===== config.mk =====
export PLATFORM = sky130hd
export DESIGN_NAME = phase_timer
export DESIGN_NICKNAME = d
export VERILOG_FILES = /design/src/rtl/phase_timer.sv
export SDC_FILE = /design/constraint.sdc
export NUM_CORES = 1
export LEC_CHECK = 0
export CELL_PAD_IN_SITES_DETAIL_PLACEMENT = 1
export CELL_PAD_IN_SITES_GLOBAL_PLACEMENT = 1
export CORE_ASPECT_RATIO = 1.1
export CORE_MARGIN = 3
export CORE_UTILIZATION = 41
export CTS_CLUSTER_DIAMETER = 150
export CTS_CLUSTER_SIZE = 30
export DETAILED_ROUTE_END_ITERATION = 6
export GPL_ROUTABILITY_DRIVEN = 0
export PLACE_DENSITY_LB_ADDON = 0.1
export SLEW_MARGIN = 20
export SYNTH_ARGS = -nofsm -noshare
export SYNTH_HDL_FRONTEND = slang
export SYNTH_SLANG_ARGS = --single-unit

===== constraint.sdc =====
create_clock -name clk -period 2.4 [get_ports clk]
set_clock_uncertainty 0.1 [all_clocks]
set_input_delay 0.72 -clock clk [delete_from_list [all_inputs] [get_ports clk]]
set_output_delay 0.72 -clock clk [all_outputs]
set_load 0.01 [all_outputs]

===== src/rtl/phase_timer.sv =====
// Prescaled down-counting phase timer with one-shot / auto-reload modes and a one-cycle roll pulse.
// Optional hold input is enabled by defining TIMER_HOLD_EN.
module phase_timer #(
    parameter int WIDTH      = 7,
    parameter int PRESCALE_W = 8
) (
    input  logic                  clk,
    input  logic                  reset,
    input  logic                  start,
    input  logic                  stop,
    input  logic                  periodic,
`ifdef TIMER_HOLD_EN
    input  logic                  hold,
`endif
    input  logic [WIDTH-1:0]      duration,
    input  logic [PRESCALE_W-1:0] presc,
    output logic [WIDTH-1:0]      count,
    output logic                  busy,
    output logic                  tick,
    output logic                  roll
);

    typedef enum logic {
        IDLE = 1'b0,
        RUN  = 1'b1
    } state_t;

    localparam logic [WIDTH-1:0]      CNT_ZERO  = '0;
    localparam logic [WIDTH-1:0]      CNT_ONE   = {{(WIDTH-1){1'b0}}, 1'b1};
    localparam logic [PRESCALE_W-1:0] PRE_ZERO  = '0;
    localparam logic [PRESCALE_W-1:0] PRE_ONE   = {{(PRESCALE_W-1){1'b0}}, 1'b1};

    state_t                  state_q, state_d;
    logic [WIDTH-1:0]        count_q, count_d;
    logic [WIDTH-1:0]        dur_q, dur_d;
    logic [PRESCALE_W-1:0]   presc_q, presc_d;
    logic [PRESCALE_W-1:0]   pcnt_q, pcnt_d;
    logic                    periodic_q, periodic_d;
    logic                    roll_q, roll_d;
    logic                    hold_w;

`ifdef TIMER_HOLD_EN
    assign hold_w = hold;
`else
    assign hold_w = 1'b0;
`endif

    // A held timer neither ticks nor expires.
    assign tick  = (state_q == RUN) && !hold_w && (pcnt_q == presc_q);
    assign count = count_q;
    assign busy  = (state_q == RUN);
    assign roll  = roll_q;

    always_comb begin
        state_d    = state_q;
        count_d    = count_q;
        dur_d      = dur_q;
        presc_d    = presc_q;
        pcnt_d     = pcnt_q;
        periodic_d = periodic_q;
        roll_d     = 1'b0;

        if (stop) begin
            // Stop outranks start even in IDLE, where it simply swallows the start.
            if (state_q == RUN) begin
                state_d = IDLE;
                pcnt_d  = PRE_ZERO;
            end
        end else if (start) begin
            dur_d      = duration;
            presc_d    = presc;
            periodic_d = periodic;
            pcnt_d     = PRE_ZERO;
            if (duration == CNT_ZERO) begin
                state_d = IDLE;
                count_d = CNT_ZERO;
                roll_d  = 1'b1;
            end else begin
                state_d = RUN;
                count_d = duration;
            end
        end else if (state_q == RUN && !hold_w) begin
            if (tick) begin
                pcnt_d = PRE_ZERO;
                if (count_q > CNT_ONE) begin
                    count_d = count_q - CNT_ONE;
                end else begin
                    roll_d = 1'b1;
                    if (periodic_q) begin
                        count_d = dur_q;
                    end else begin
                        count_d = CNT_ZERO;
                        state_d = IDLE;
                    end
                end
            end else begin
                pcnt_d = pcnt_q + PRE_ONE;
            end
        end
    end

    always_ff @(posedge clk or posedge reset) begin
        if (reset) begin
            state_q    <= IDLE;
            count_q    <= CNT_ZERO;
            dur_q      <= CNT_ZERO;
            presc_q    <= PRE_ZERO;
            pcnt_q     <= PRE_ZERO;
            periodic_q <= 1'b0;
            roll_q     <= 1'b0;
        end else begin
            state_q    <= state_d;
            count_q    <= count_d;
            dur_q      <= dur_d;
            presc_q    <= presc_d;
            pcnt_q     <= pcnt_d;
            periodic_q <= periodic_d;
            roll_q     <= roll_d;
        end
    end

endmodule


==> results.yml <==
synthesis:
  syn_area_um2: 1800
  yosysTopAreaCell: "dfrtp_1"
  yosys_register_bits: 33
  synthesis.instances: 168
  yosysUniqueCellTypes: 42
  synth_top_area_share: 0.458
  synth_ff_type: "dfrtp_1"
  yosysSeqAreaShare: 0.458
  synth_area_leaders: "dfrtp_1, mux2_2, xor2_1"
  syn-num-nets: 191
  synth_area_per_cell_um2: 10.7
  async_flop_share: 1.00
  synth_edf_count: 0
  yosysWarnings: 0
pwr:
  p_leak_uw: 0.00105
  power_switching_share: 0.303
  intPower_uw: 1020
  combPwrFrac: 0.246
  clkPwrFrac: 0.281
  seq_power_share: 0.473
  powerDensity_nw_per_um2: 613
  ir_drop_uv: 369
  power.switching_uw: 446
detailed_routing:
  drtPass1Iterations: 4
  via_per_inst: 5.71
  drc_errors: 0
  wl_mm: 4.97
  ant_nets: 0
  wire_per_inst_um: 18.2
  drtIter0Drc: 81
  vias: 1560
grt:
  grt_pass1_wl_mm: 8.16
  antenna_found_initial: 0
  overflow: 0
  grt_pass1_vias: 1690
  track_usage: 0.202
  grt_max_degree: 34
floorplanning:
  num_rows: 24
  coreArea_um2: 4080
  io_pins: 30
  die_y_um: 75.5
  die_area_um2: 5230
  die_w_um: 69.2
  start_util: 0.441
clock_network:
  root_buffer: "clkbuf_8"
  cts_buffers: 5
  clkSlewWorstSetupHoldPaths_ns: 0.07
  max-clock-path-buffers: 2
  cts_tree: "built"
  postCtsHoldBufs: 0
  clock_sinks: 33
  clk_latency_ns: 0.28
  h-tree-depth: 2
placed_design:
  dp.cells: 262
  portBuffers: 29
  dp_hpwl_mm: 3.70
  postPlaceCellArea_um2: 2280
timing:
  holdWs_ns: 0.416
  slew_violations: 0
  worstMarginPinSlew_ns: 0.479
  setup_tns_ns: 0
  fmax_mhz: 431
  setup_viol: 0
  hold_violations: 0
  post-route-period-util: 0.967
  maxSlewHeadroom: 0.676
  finalCriticalPeriod_ns: 2.32
worst_setup_path:
  cp_slowest_cell: "dfrtp_1"
  cp_data_required_time_ns: 1.58
  crit_fanout: 2
  end_kind: "output pin"
  critical_path_class: "reg -> out"
  cpPeakStageDelay_ns: 0.39
  startpoint_type: "flip-flop"
  worstPathArrival_ns: 1.50
  rrSetupSlack_ns: 0.27
  cp_cell_sequence: "xor2_1 -> nor3_2 -> buf_4 -> nand3_2 -> inv_2 -> buf_6"
final_layout:
  diodes: 0
  synthToLayoutAreaGrowth_pct: 33.1
  fin_nets: 243
  final_cells: 273
  finalInstanceArea_um2: 2400
  utilization: 0.587
  drive_gt1_frac: 0.285
worst_hold_path:
  hold_class: "reg -> reg"
job:
  cap_viol_max_count: 0
status:
  status: "completed"
[metrics by stage]
stage | total power, uW | setup slack, ns
floorplan | 899 | 0.407
global placement | 1040 | -0.0709
detailed placement | 1070 | -0.0742
CTS | 1490 | 0.0228
global route | 1550 | -0.00383
finish | 1470 | 0.0797
[layout make-up]
type	count	area [um^2]
clock inverter	3	17.5
multi-input combinational	122	922
inverter	6	22.5
sequential	33	826
clock buffer	5	68.8
fill	468	1690
tap	52	65.1
timing repair buffer	52	477
[power by group through the flow]
stage	Clock (uW)	Combinational, uW	Sequential, uW
finish	413	362	695
global route	452	397	703
CTS	426	366	695
detailed placement	0	359	706
global placement	0	342	699
floorplan	0	210	689
[kinds of logic after synthesis]
| logic type | count (synthesis) | share of synthesized area |
|---|---|---|
| AO/OA/AOI/OAI | 45 | 0.166 |
| adder cells (fa/ha/maj) | 3 | 0.0208 |
| AND/OR/NAND/NOR | 42 | 0.141 |
| XOR/XNOR | 14 | 0.0681 |
| buffers and inverters | 13 | 0.0340 |
| multiplexers | 18 | 0.112 |
| flip-flops | 33 | 0.458 |
[per-layer routing]
layer / share of wire / GRT usage / vias up
met3: 0.032 / 0.0409 / 13
met5: 0 / 0 / -
met1: 0.38 / 0.194 / 789
met2: 0.56 / 0.407 / 35
met4: 0.031 / 0.115 / 0
li1: - / - / 723
[cells in the mapped netlist, drive strengths merged, types with 2 or more instances]
| master | n |
|---|---|
| mux2 | 17 |
| inv | 6 |
| ha | 3 |
| xor2 | 9 |
| a41oi | 3 |
| xnor2 | 5 |
| or2 | 2 |
| nand3 | 2 |
| clkbuf | 2 |
| nor2 | 10 |
| nand2 | 4 |
| nor3 | 6 |
| or3 | 2 |
| nand3b | 2 |
| a21oi | 10 |
| a22o | 7 |
| nor4 | 2 |
| o22ai | 2 |
| dfrtp | 33 |
| and3 | 4 |
| o21a | 4 |
| o21ai | 7 |
| a31oi | 9 |
| or4 | 3 |
| buf | 5 |
[critical path: cells and delay by family, from the launching register on]
kind / cells / cell delay (ns)
flops: 1 / 0.39
simple gates: 2 / 0.31
buf+inv: 3 / 0.34
xor+xnor: 1 / 0.17
[sequential cells by signal, indices dropped and copies added (netlist names)]
name        count
presc_q         8
busy            1
periodic_q      1
dur_q           7
roll            1
count           7
pcnt_q          8
[final timing paths]
check	startpoint	end	depth (start not counted)
min reg2reg	dur_q[4]	dur_q[4]	1
min	dur_q[4]	dur_q[4]	1
min in group asynchronous	reset	dur_q[5]	3
max reg2reg	pcnt_q[3]	pcnt_q[4]	9
max in group asynchronous	reset	pcnt_q[1]	3
max	pcnt_q[5]	tick	6
[layout by cell type (no fill, tap or decap), types with 2 or more instances in the layout]
cell | synthesis | layout
a21oi_1 | 10 | 10
a22o_1 | 6 | 6
a31oi_1 | 9 | 9
a41oi_1 | 3 | 3
and3_1 | 3 | 3
buf_4 | 0 | 22
clkbuf_8 | 0 | 5
clkdlybuf4s50_1 | 0 | 28
clkinv_2 | 0 | 2
dfrtp_1 | 33 | 33
ha_1 | 3 | 3
inv_1 | 5 | 5
mux2_2 | 17 | 17
nand2_1 | 4 | 4
nand3b_1 | 2 | 2
nor2_1 | 10 | 10
nor3_1 | 6 | 5
o21a_1 | 4 | 4
o21ai_0 | 5 | 5
o21ai_1 | 2 | 2
o22ai_1 | 2 | 2
or2_2 | 2 | 2
or3_2 | 2 | 2
or4_1 | 2 | 2
xnor2_1 | 5 | 5
xor2_1 | 9 | 9
[timing repair]
action	4_1_cts	5_1_grt
pin swaps	2	1
setup buffers	2	1
setup endpoints to repair	1	1
gates resized for setup	5	1
Power figures use the tool's default switching activity.
